**config.mk**
```make
export PLATFORM = sky130hd
export DESIGN_NAME = ddr3_avl_arbiter_flat
export DESIGN_NICKNAME = d
export VERILOG_FILES = /design/src/rtl/ddr3_avl_arbiter_pkg.sv /design/src/rtl/ddr3_avl_arbiter_if.sv /design/src/rtl/ddr3_avl_arbiter.sv /design/src/flat_wrapper.sv
export SDC_FILE = /design/constraint.sdc
export NUM_CORES = 1
export LEC_CHECK = 0
export CORE_AREA = 8 8 134 136
export CTS_CLUSTER_SIZE = 12
export DETAILED_ROUTE_END_ITERATION = 7
export DIE_AREA = 0 0 142 144
export HOLD_SLACK_MARGIN = 0.03
export SYNTH_ARGS = -nofsm -noshare
export SYNTH_HDL_FRONTEND = slang
export SYNTH_SLANG_ARGS = --single-unit
export TNS_END_PERCENT = 100
```
**constraint.sdc**
```tcl
create_clock -name ddr3_clk -period 1.9 [get_ports ddr3_clk]
set_input_delay 0.19 -clock ddr3_clk [delete_from_list [all_inputs] [get_ports ddr3_clk]]
set_output_delay 0.19 -clock ddr3_clk [all_outputs]
set_load 0.02 [all_outputs]
```
**src/rtl/ddr3_avl_arbiter_pkg.sv**
```systemverilog
// Shared definitions for the DDR3 Avalon-MM arbiter: state encoding and default widths.
package ddr3_avl_arbiter_pkg;

    localparam int ADDR_W_DEF     = 26;
    localparam int DATA_W_DEF     = 128;
    localparam int SIZE_W_DEF     = 3;
    localparam int MAX_RD_RUN_DEF = 16;

    typedef enum logic [1:0] {
        ARB_IDLE = 2'd0,
        ARB_RD   = 2'd1,
        ARB_WR   = 2'd2
    } arb_state_e;

endpackage

```
**src/rtl/ddr3_avl_arbiter_if.sv**
```systemverilog
// Bundle of read-engine, write-engine and controller-side signals around the arbiter.
interface ddr3_avl_arbiter_if
    import ddr3_avl_arbiter_pkg::*;
#(
    parameter int ADDR_W = ADDR_W_DEF,
    parameter int DATA_W = DATA_W_DEF,
    parameter int SIZE_W = SIZE_W_DEF
) ();

    // Handshakes: a command/beat transfers in a cycle where its req and the matching ready
    // are both high; req and payload are held stable by the source until that cycle.
    logic              rd_req;
    logic              rd_burstbegin;
    logic [SIZE_W-1:0] rd_size;
    logic [ADDR_W-1:0] rd_addr;
    logic              rd_ready;

    logic              wr_req;
    logic              wr_burstbegin;
    logic [SIZE_W-1:0] wr_size;
    logic [ADDR_W-1:0] wr_addr;
    logic [DATA_W-1:0] wr_data;
    logic              wr_ready;

    logic              avl_ready;
    logic              avl_read_req;
    logic              avl_write_req;
    logic              avl_burstbegin;
    logic [SIZE_W-1:0] avl_size;
    logic [ADDR_W-1:0] avl_addr;
    logic [DATA_W-1:0] avl_wr_data;

    logic              grant_rd;
    logic              grant_wr;

    modport slave (
        input  rd_req, rd_burstbegin, rd_size, rd_addr,
        input  wr_req, wr_burstbegin, wr_size, wr_addr, wr_data,
        input  avl_ready,
        output rd_ready, wr_ready,
        output avl_read_req, avl_write_req, avl_burstbegin, avl_size, avl_addr, avl_wr_data,
        output grant_rd, grant_wr
    );

    modport master (
        output rd_req, rd_burstbegin, rd_size, rd_addr,
        output wr_req, wr_burstbegin, wr_size, wr_addr, wr_data,
        output avl_ready,
        input  rd_ready, wr_ready,
        input  avl_read_req, avl_write_req, avl_burstbegin, avl_size, avl_addr, avl_wr_data,
        input  grant_rd, grant_wr
    );

endinterface

```
**src/rtl/ddr3_avl_arbiter.sv**
```systemverilog
// Registered-grant arbiter sharing one DDR3 Avalon-MM port between the read and write engines.
// Reads win by default; a bounded read run lets a pending write burst through, never split.
module ddr3_avl_arbiter
    import ddr3_avl_arbiter_pkg::*;
#(
    parameter int SIZE_W     = SIZE_W_DEF,
    parameter int MAX_RD_RUN = MAX_RD_RUN_DEF
) (
    input  logic              ddr3_clk,
    input  logic              reset_n,
    ddr3_avl_arbiter_if.slave bus,
    output arb_state_e        state_o
);

    localparam int RUN_W = $clog2(MAX_RD_RUN + 1);

    arb_state_e        state_q, state_d;
    logic [SIZE_W-1:0] beat_cnt_q, beat_cnt_d;
    logic [RUN_W-1:0]  rd_run_q, rd_run_d;

    logic              rd_acc;
    logic              wr_acc;
    logic              wr_start;
    logic              wr_end;
    logic              run_limit;
    logic [SIZE_W-1:0] first_left;

    always_ff @(posedge ddr3_clk or negedge reset_n) begin
        if (!reset_n) begin
            state_q    <= ARB_IDLE;
            beat_cnt_q <= '0;
            rd_run_q   <= '0;
        end else begin
            state_q    <= state_d;
            beat_cnt_q <= beat_cnt_d;
            rd_run_q   <= rd_run_d;
        end
    end

    always_comb begin
        rd_acc     = (state_q == ARB_RD) && bus.rd_req && bus.avl_ready;
        wr_acc     = (state_q == ARB_WR) && bus.wr_req && bus.avl_ready;
        wr_start   = bus.wr_req && bus.wr_burstbegin;
        run_limit  = (rd_run_q >= RUN_W'(MAX_RD_RUN));
        // Size 0 is treated as a single beat, so nothing remains after the first one.
        first_left = (bus.wr_size == '0) ? '0 : bus.wr_size - SIZE_W'(1);

        state_d    = state_q;
        beat_cnt_d = beat_cnt_q;
        rd_run_d   = rd_run_q;
        wr_end     = 1'b0;

        case (state_q)
            ARB_IDLE: begin
                if (bus.rd_req && !(wr_start && run_limit)) begin
                    state_d = ARB_RD;
                end else if (wr_start) begin
                    state_d = ARB_WR;
                end
            end
            ARB_RD: begin
                if (rd_acc) begin
                    if (bus.wr_req && (rd_run_q >= RUN_W'(MAX_RD_RUN - 1))) begin
                        state_d = ARB_IDLE;
                    end
                end else if (!bus.rd_req) begin
                    state_d = ARB_IDLE;
                end
            end
            ARB_WR: begin
                if (wr_acc) begin
                    if (bus.wr_burstbegin) begin
                        beat_cnt_d = first_left;
                        wr_end     = (first_left == '0);
                    end else begin
                        wr_end     = (beat_cnt_q <= SIZE_W'(1));
                        beat_cnt_d = wr_end ? '0 : beat_cnt_q - SIZE_W'(1);
                    end
                    if (wr_end) begin
                        state_d = ARB_IDLE;
                    end
                end
            end
            default: state_d = ARB_IDLE;
        endcase

        if (!bus.wr_req || wr_end) begin
            rd_run_d = '0;
        end else if (rd_acc && !run_limit) begin
            rd_run_d = rd_run_q + RUN_W'(1);
        end
    end

    // Outputs depend on the registered state plus the granted engine's own signals only.
    always_comb begin
        bus.rd_ready       = 1'b0;
        bus.wr_ready       = 1'b0;
        bus.avl_read_req   = 1'b0;
        bus.avl_write_req  = 1'b0;
        bus.avl_burstbegin = 1'b0;
        bus.avl_size       = '0;
        bus.avl_addr       = '0;
        bus.avl_wr_data    = '0;
        case (state_q)
            ARB_RD: begin
                bus.rd_ready       = bus.rd_req && bus.avl_ready;
                bus.avl_read_req   = bus.rd_req;
                bus.avl_burstbegin = bus.rd_burstbegin;
                bus.avl_size       = bus.rd_size;
                bus.avl_addr       = bus.rd_addr;
            end
            ARB_WR: begin
                bus.wr_ready       = bus.wr_req && bus.avl_ready;
                bus.avl_write_req  = bus.wr_req;
                bus.avl_burstbegin = bus.wr_burstbegin;
                bus.avl_size       = bus.wr_size;
                bus.avl_addr       = bus.wr_addr;
                bus.avl_wr_data    = bus.wr_data;
            end
            default: ;
        endcase
        bus.grant_rd = (state_q == ARB_RD);
        bus.grant_wr = (state_q == ARB_WR);
    end

    assign state_o = state_q;

endmodule

```
**src/flat_wrapper.sv**
```systemverilog
// flat-port wrapper written by rule: the top's interface ports become plain ports
module ddr3_avl_arbiter_flat import ddr3_avl_arbiter_pkg::*;
#(
    parameter int SIZE_W     = SIZE_W_DEF,
    parameter int MAX_RD_RUN = MAX_RD_RUN_DEF
)
  (ddr3_clk, reset_n, state_o, bus_rd_req, bus_rd_burstbegin, bus_rd_size, bus_rd_addr, bus_wr_req, bus_wr_burstbegin, bus_wr_size, bus_wr_addr, bus_wr_data, bus_avl_ready, bus_rd_ready, bus_wr_ready, bus_avl_read_req, bus_avl_write_req, bus_avl_burstbegin, bus_avl_size, bus_avl_addr, bus_avl_wr_data, bus_grant_rd, bus_grant_wr);
  ddr3_avl_arbiter_if #(.ADDR_W((26)), .DATA_W((128)), .SIZE_W(SIZE_W)) bus_i ();
  input  logic ddr3_clk;
  input  logic reset_n;
  output arb_state_e state_o;
  input wire logic [$bits(bus_i.rd_req)-1:0] bus_rd_req;
  input wire logic [$bits(bus_i.rd_burstbegin)-1:0] bus_rd_burstbegin;
  input wire logic [$bits(bus_i.rd_size)-1:0] bus_rd_size;
  input wire logic [$bits(bus_i.rd_addr)-1:0] bus_rd_addr;
  input wire logic [$bits(bus_i.wr_req)-1:0] bus_wr_req;
  input wire logic [$bits(bus_i.wr_burstbegin)-1:0] bus_wr_burstbegin;
  input wire logic [$bits(bus_i.wr_size)-1:0] bus_wr_size;
  input wire logic [$bits(bus_i.wr_addr)-1:0] bus_wr_addr;
  input wire logic [$bits(bus_i.wr_data)-1:0] bus_wr_data;
  input wire logic [$bits(bus_i.avl_ready)-1:0] bus_avl_ready;
  output wire logic [$bits(bus_i.rd_ready)-1:0] bus_rd_ready;
  output wire logic [$bits(bus_i.wr_ready)-1:0] bus_wr_ready;
  output wire logic [$bits(bus_i.avl_read_req)-1:0] bus_avl_read_req;
  output wire logic [$bits(bus_i.avl_write_req)-1:0] bus_avl_write_req;
  output wire logic [$bits(bus_i.avl_burstbegin)-1:0] bus_avl_burstbegin;
  output wire logic [$bits(bus_i.avl_size)-1:0] bus_avl_size;
  output wire logic [$bits(bus_i.avl_addr)-1:0] bus_avl_addr;
  output wire logic [$bits(bus_i.avl_wr_data)-1:0] bus_avl_wr_data;
  output wire logic [$bits(bus_i.grant_rd)-1:0] bus_grant_rd;
  output wire logic [$bits(bus_i.grant_wr)-1:0] bus_grant_wr;
  assign bus_i.rd_req = bus_rd_req;
  assign bus_i.rd_burstbegin = bus_rd_burstbegin;
  assign bus_i.rd_size = bus_rd_size;
  assign bus_i.rd_addr = bus_rd_addr;
  assign bus_i.wr_req = bus_wr_req;
  assign bus_i.wr_burstbegin = bus_wr_burstbegin;
  assign bus_i.wr_size = bus_wr_size;
  assign bus_i.wr_addr = bus_wr_addr;
  assign bus_i.wr_data = bus_wr_data;
  assign bus_i.avl_ready = bus_avl_ready;
  assign bus_rd_ready = bus_i.rd_ready;
  assign bus_wr_ready = bus_i.wr_ready;
  assign bus_avl_read_req = bus_i.avl_read_req;
  assign bus_avl_write_req = bus_i.avl_write_req;
  assign bus_avl_burstbegin = bus_i.avl_burstbegin;
  assign bus_avl_size = bus_i.avl_size;
  assign bus_avl_addr = bus_i.avl_addr;
  assign bus_avl_wr_data = bus_i.avl_wr_data;
  assign bus_grant_rd = bus_i.grant_rd;
  assign bus_grant_wr = bus_i.grant_wr;
  ddr3_avl_arbiter #(.SIZE_W(SIZE_W), .MAX_RD_RUN(MAX_RD_RUN)) u_core (.ddr3_clk(ddr3_clk), .reset_n(reset_n), .bus(bus_i), .state_o(state_o));
endmodule
```
==> metrics.txt, run 1 <==
status=finished clean; Critical Path Fanout Max=19; leftover overflow at the end of global routing=0; RSZ-0062 raised after global routing=yes; htree depth=1; RD Place Congestion=0.9200; Synth Instances=roughly 290; Mapped Area=2044 sq um; Num Clock Sinks=10; Synth cell types=36; syn nets=between 400 and 500; CP Data Required Time=roughly 1.7 ns; met3 GRT Util=roughly 4.6%; leakage power=between 2 and 3 nW; DRC errors left=0; Fin Setup TNS=0 ns; CTS tree=built; max_slew headroom=between 60% and 70%; dpl hpwl=14.35 mm; Core Area=between 15000 and 20000 sq um; Num CTS Buffers=3; Rows=47; n_diodes=0; crit path from=u_core.state_o[1]; final layout net count=864; GRT busiest layer=met2; top post-synthesis cells by area=and2_1 40%, dfrtp_1 12%, a22oi_1 11%; design area=about 6200 sq um; reg-to-reg endpoint=u_core.state_o[1]; vias in the first global route=3852; fin crit share=99.56%; Initial Util=around 13%; first-pass GRT wire length=about 23 mm; met2 GRT Util=27.38%; DR iter-0 viols=76; Avg Inst Size Synth=roughly 7 sq um; die width=142 um; Synth Warn #=0; number of hold buffers added after CTS=0; full die area=20450 sq um; IO Pins=359; fillers=1662; grt met1 use=14.76%; Worst-path clk slew=0.04 ns; Fin Clk Skew=0.003077 ns; WL/cell=18.38 um; Slew @ Worst Pin=about 0.52 ns; Area growth syn-to-layout=204.1%; Final min period=roughly 1.9 ns; Startpoint Class=flip-flop; CP Class=flip-flop to output port; Via-to-Cell Ratio=3.940; reg2reg path depth=7; r2r setup slk=around 0.13 ns; peak supply drop=~0.62 mV; initial antenna violation count=2; final wirelength=16.21 mm; fin util=about two fifths; Final setup viols=0; Worst Path Arrival=1.70 ns; register area share after synthesis=12.24%; Hold/Removal Path Class=primary input to asynchronous set/reset pin; Async S/R FF share, synth=100.0%; vias=3475; drt pass-1 iters=4; Synth area leader=and2_1; CTS Buffer Depth=2; largest net degree at the start of global routing=53; synthesis-stage register bit count=10; minimum hold slack=around 0.29 ns; Worst setup EP type=output port; Post-synth EDFFs=0; clk_lat worst skew=0.23 ns; Fin. Hold Viols=0; IO buf count=358; die height=144 um; top cell type's share of synthesized area=40.09%; root buf cell=clkbuf_16; post-placement cell area=roughly 6100 sq um; Slew Viols, Final=0; worst r2r src=u_core.rd_run_q[1]; Max Cap Violations=0; layout cells sized above 1=approximately 27%; PD cells=737.8 nW/um^2; Routed Antenna Nets=0; total track usage=14.16%; Max Clk Rate=0.5287 GHz; Synth Flop Type=dfrtp_1
[area by class of cell]
| type | count | area, sq um | area share (%) |
|---|---|---|---|
| Sequential cell | 10 | 250.2 | 4.025 |
| Inverter | 9 | 33.78 | 0.5434 |
| Multi-Input combinational cell | 248 | 1897 | 30.51 |
| Tap cell | 220 | 275.3 | 4.427 |
| Timing Repair Buffer | 391 | 3672 | 59.07 |
| Clock buffer | 4 | 88.84 | 1.429 |
[worst max-delay path by stage]
stage                                to  slack [ns]  cells past startpoint
floorplan            u_core.rd_run_q[0]        0.04                      9
global placement       bus_avl_addr[11]       -0.17                      6
detailed placement      bus_avl_addr[8]       -0.19                      6
CTS                    bus_avl_addr[19]       -0.06                      7
global route        bus_avl_wr_data[98]       -0.06                      6
finish                 bus_avl_addr[11]       0.008                      7
[sequential cells by signal (all words and copies together) (netlist names)]
register	cells
u_core.state_o	2
u_core.beat_cnt_q	3
u_core.rd_run_q	5
[worst max-delay path, stage by stage, from the launching register on]
cell     delay, ns
dfrtp_1       0.38
buf_4         0.15
ha_4          0.19
buf_4         0.15
buf_12        0.16
a22oi_2       0.22
nor2b_2       0.06
buf_4         0.16
[placed cells by master, fill, tap and decap left out, types with 6 or more instances in the layout]
| master | n |
|---|---|
| ha_1 | 6 |
| buf_2 | 11 |
| a22oi_2 | 26 |
| clkdlybuf4s15_1 | 43 |
| inv_1 | 7 |
| nor2b_2 | 29 |
| dlygate4sd2_1 | 43 |
| buf_4 | 38 |
| dfrtp_1 | 10 |
| clkdlybuf4s50_1 | 194 |
| buf_12 | 6 |
| clkbuf_2 | 29 |
| clkdlybuf4s15_2 | 22 |
| and2_1 | 130 |
| nand2_1 | 6 |
[per-layer routing]
metal | routed length (um) | vias to the layer above
met5 | 13 | -
met4 | 225 | 2
met3 | 1371 | 16
met2 | 8695 | 189
met1 | 5907 | 1569
li1 | - | 1699
[cell families (layout without fill, tap and decap cells)]
kind of cell	after synthesis	after routing	share of synthesized area [%]
DFF	10	10	12.24
muxes	1	1	0.4896
xor gates and xnor gates	3	3	1.285
AOI/OAI and AO/OA	52	52	18.85
adders and majority gates	8	8	4.896
and+or+nand+nor	184	184	55.57
buffers and inverters	34	404	6.670
[power breakdown]
part / total, mW / switching (mW) / internal, mW / leakage, nW
logic: 3.89 / 1.96 / 1.93 / 2.59
clock network: 0.405 / 0.0891 / 0.316 / 0.0442
registers: 0.292 / 0.0391 / 0.253 / 0.133
[stage by stage]
step | worst slack [ns] | std cells | total power, mW
after floorplan | 0.03602 | 292 | 2.168
after global placement | -0.1675 | 869 | 4.138
after detailed placement | -0.1933 | 869 | 4.188
after CTS | -0.06382 | 876 | 4.401
after global routing | -0.05629 | 882 | 4.904
final | 0.008389 | 882 | 4.587
[cells in the mapped netlist, types with 2 or more instances]
master	instances
and2_1	131
nor2b_1	31
a22oi_1	30
clkbuf_1	22
dfrtp_1	10
ha_1	8
inv_1	8
nand2_1	6
nand2b_1	4
nor2_1	4
o21ai_0	4
o211ai_1	3
a21oi_1	2
a221oi_1	2
and3_1	2
nand3_1	2
o22ai_1	2
o311ai_1	2
xor2_1	2
[repair_timing]
action | in CTS | in global routing
setup buffers | 3 | 5
cloned | 0 | 1
endpoints found under the setup margin | 158 | 115
gates resized for setup | 295 | 117
pin swaps | 2 | 4
Power figures use the tool's default switching activity.
==> inputs of run 2 (changes only) <==
- CTS_CLUSTER_DIAMETER: unset -> 80
==> results of run 2 <==
Final layout, timing and power as in run 1 (identical DEF).
==> inputs of run 3 (changes only) <==
- CELL_PAD_IN_SITES_DETAIL_PLACEMENT: unset -> 1
- CELL_PAD_IN_SITES_GLOBAL_PLACEMENT: unset -> 2
- CORE_AREA: 8 8 134 136 -> unset
- CORE_MARGIN: unset -> 8
- CORE_UTILIZATION: unset -> 10
- DIE_AREA: 0 0 142 144 -> unset
- PLACE_DENSITY_LB_ADDON: unset -> 0.1
==> run 3 against run 2 <==
Against the previous run: critical path depth decreased by 1; cell area down 3.0%; sequential share of layout area increased by 0.13 points; non-clock buffer count shrank 6; combinational power shrank 4%; first-iteration DRC count fell by 1.3%; die area increased by 24%; clock power is 4% higher; sequential power hardly changed; critical path type unchanged; largest cell class unchanged.
==> metrics.txt, run 3 (synthesized netlist as in run 1, its figures left out) <==
total track usage=14.72% (+0.56 points); CP cell instances=buf_4, ha_4, buf_12, a22oi_1, nor2b_2, clkdlybuf4s15_2; Fin Clk Skew=0.002682 ns (-0.0003948 ns); Initial Util=10.14% (-2.6 points); CP Class=flip-flop to output port; Core Area=20170 sq um (+26%); Hold/Removal Path Class=primary input to asynchronous set/reset pin; Slew Viols, Final=0 (unchanged); Routed Antenna Nets=0 (unchanged); final wirelength=19.74 mm (+22%); DR iter-0 viols=75 (-1.3%); dpl hpwl=17.63 mm (+23%); number of hold buffers added after CTS=0 (unchanged); RD Place Congestion=0.8396 (-8.7%); Max Clk Rate=0.5374 GHz (+1.6%); Place WS=-0.1672 ns (+0.02616 ns); Fin Setup TNS=0 ns (unchanged); clk_lat worst skew=0.24 ns (about the same); Final setup viols=0 (unchanged); RSZ-0062 raised after global routing=yes; max incr delay on CP=0.37 ns (about the same); initial antenna violation count=4 (+2); Via-to-Cell Ratio=3.784 (-4.0%); full die area=25280 sq um (+24%); leakage power=2.715 nW (-1.9%); post-placement cell area=6207 sq um (+1.5%); Area growth syn-to-layout=194.9%; DRC errors left=0 (unchanged); Worst Path Arrival=1.67 ns (-0.03 ns); most frequent cells in the layout=194 x clkdlybuf4s50_1, 130 x and2_1, 39 x clkbuf_2; first-pass GRT wire length=28.19 mm (+24%); layout cells sized above 1=27.59% (+0.40 points); Largest Register=u_core.rd_run_q; IO Pins=359 (unchanged); Worst-path clk slew=0.04 ns (about the same); die width=159.0 um (+12%); status=finished clean; vias in the first global route=3865 (+0.34%); Largest delay share family, worst path=buffers and inverters; leftover overflow at the end of global routing=0 (unchanged); CP bufs+invs=3 (-1); Max Cap Violations=0 (unchanged); slowest CP cell=dfrtp_1; CP Data Required Time=1.71 ns (about the same); drt pass-1 iters=4 (unchanged); WL/cell=21.20 um (+15%); Num CTS Buffers=3 (unchanged); minimum hold slack=0.3002 ns (+0.01202 ns); max reg flops=5 (unchanged); Slew @ Worst Pin=0.5833 ns (+0.06735 ns); final setup margin=0.03902 ns (+0.03063 ns); PD cells=740.4 nW/um^2 (+0.34%); fin cells=931 (+5.6%); Num Clock Sinks=10 (unchanged); fillers=2418 (+45%); Startpoint Class=flip-flop; Final min period=1.861 ns (-0.03063 ns); max_slew headroom=60.50% (-4.6 points); die height=159.0 um (+10%); final layout net count=858 (-0.69%); Fin. Hold Viols=0 (unchanged); Rows=52 (+11%); peak supply drop=0.3365 mV (-45%); Critical Path Fanout Max=24 (+5); vias=3523 (+1.4%); design area=6028 sq um (-3.0%); commonest non-fill, non-tap cell in the layout=clkdlybuf4s50_1; fin crit share=97.95% (-1.6 points); Placed Cells incl. Taps=922 (+6.1%); largest net degree at the start of global routing=39 (-26%); CTS Buffer Depth=2 (unchanged); root buf cell=clkbuf_16; CTS tree=built; Worst setup EP type=output port; htree depth=1 (unchanged); IO buf count=358 (unchanged)
## run 3: changes by cell type in the layout (fill, tap and decap cells not counted), sizes merged
| cell | before | now |
|---|---|---|
| dlygate4sd2 | 43 | 36 |
| clkbuf | 34 | 43 |
| diode | 0 | 5 |
| buf | 59 | 70 |
| clkdlybuf4s15 | 65 | 46 |
## run 3: stage by stage
step	power [mW]	utilization, %
2_1_floorplan	2.168	-
3_5_place_dp	4.366	30.78
6_report	4.463	29.89
5_1_grt	4.784	29.88
4_1_cts	4.601	31.16
3_3_place_gp	4.342	30.78
## run 3: path summary, 6_finish.rpt
| path | from | to | slack (ns) | cells after the start |
|---|---|---|---|---|
| max in group asynchronous | reset_n | u_core.state_o[0] | 1.25 | 1 |
| min reg2reg | u_core.beat_cnt_q[1] | u_core.beat_cnt_q[1] | 0.53 | 2 |
| min in group ddr3_clk | u_core.beat_cnt_q[1] | u_core.beat_cnt_q[1] | 0.53 | 2 |
| max reg2reg | u_core.state_o[0] | u_core.state_o[1] | 0.12 | 8 |
| max | u_core.state_o[1] | bus_avl_size[2] | 0.04 | 6 |
| min | reset_n | u_core.rd_run_q[2] | 0.30 | 1 |
## run 3: power breakdown
group          internal (mW)  total, mW  switching (mW)
Combinational           1.82       3.75            1.93
Sequential             0.252      0.290          0.0373
Clock                  0.317      0.420           0.103
Total                   2.39       4.46            2.07
## run 3: timing repair
item | 4_1_cts | 5_1_grt
pin swaps | 1 | 2
endpoints found under the setup margin | 148 | 108
gates resized for setup | 289 | 99
buffers inserted | 0 | 0
## run 3: area by class of cell
cell class                      instances  area (sq um)  share of cell area, %
Tap cell                              270         337.8                  5.604
Multi-Input combinational cell        248          1783                  29.58
Timing Repair Buffer                  385          3522                  58.43
Sequential cell                        10         250.2                  4.151
Clock buffer                            4         88.84                  1.474
Antenna cell                            5         12.51                 0.2076
Inverter                                9         33.78                 0.5604
## run 3: layer usage
| layer | GRT usage [%] | part of all wire (%) | vias to the layer above |
|---|---|---|---|
| met2 | 27.27 | 52 | 188 |
| met5 | 0 | 0 | - |
| met4 | 4.160 | 2.4 | 0 |
| met3 | 6.386 | 9.2 | 18 |
| met1 | 14.67 | 37 | 1622 |
| li1 | - | - | 1695 |
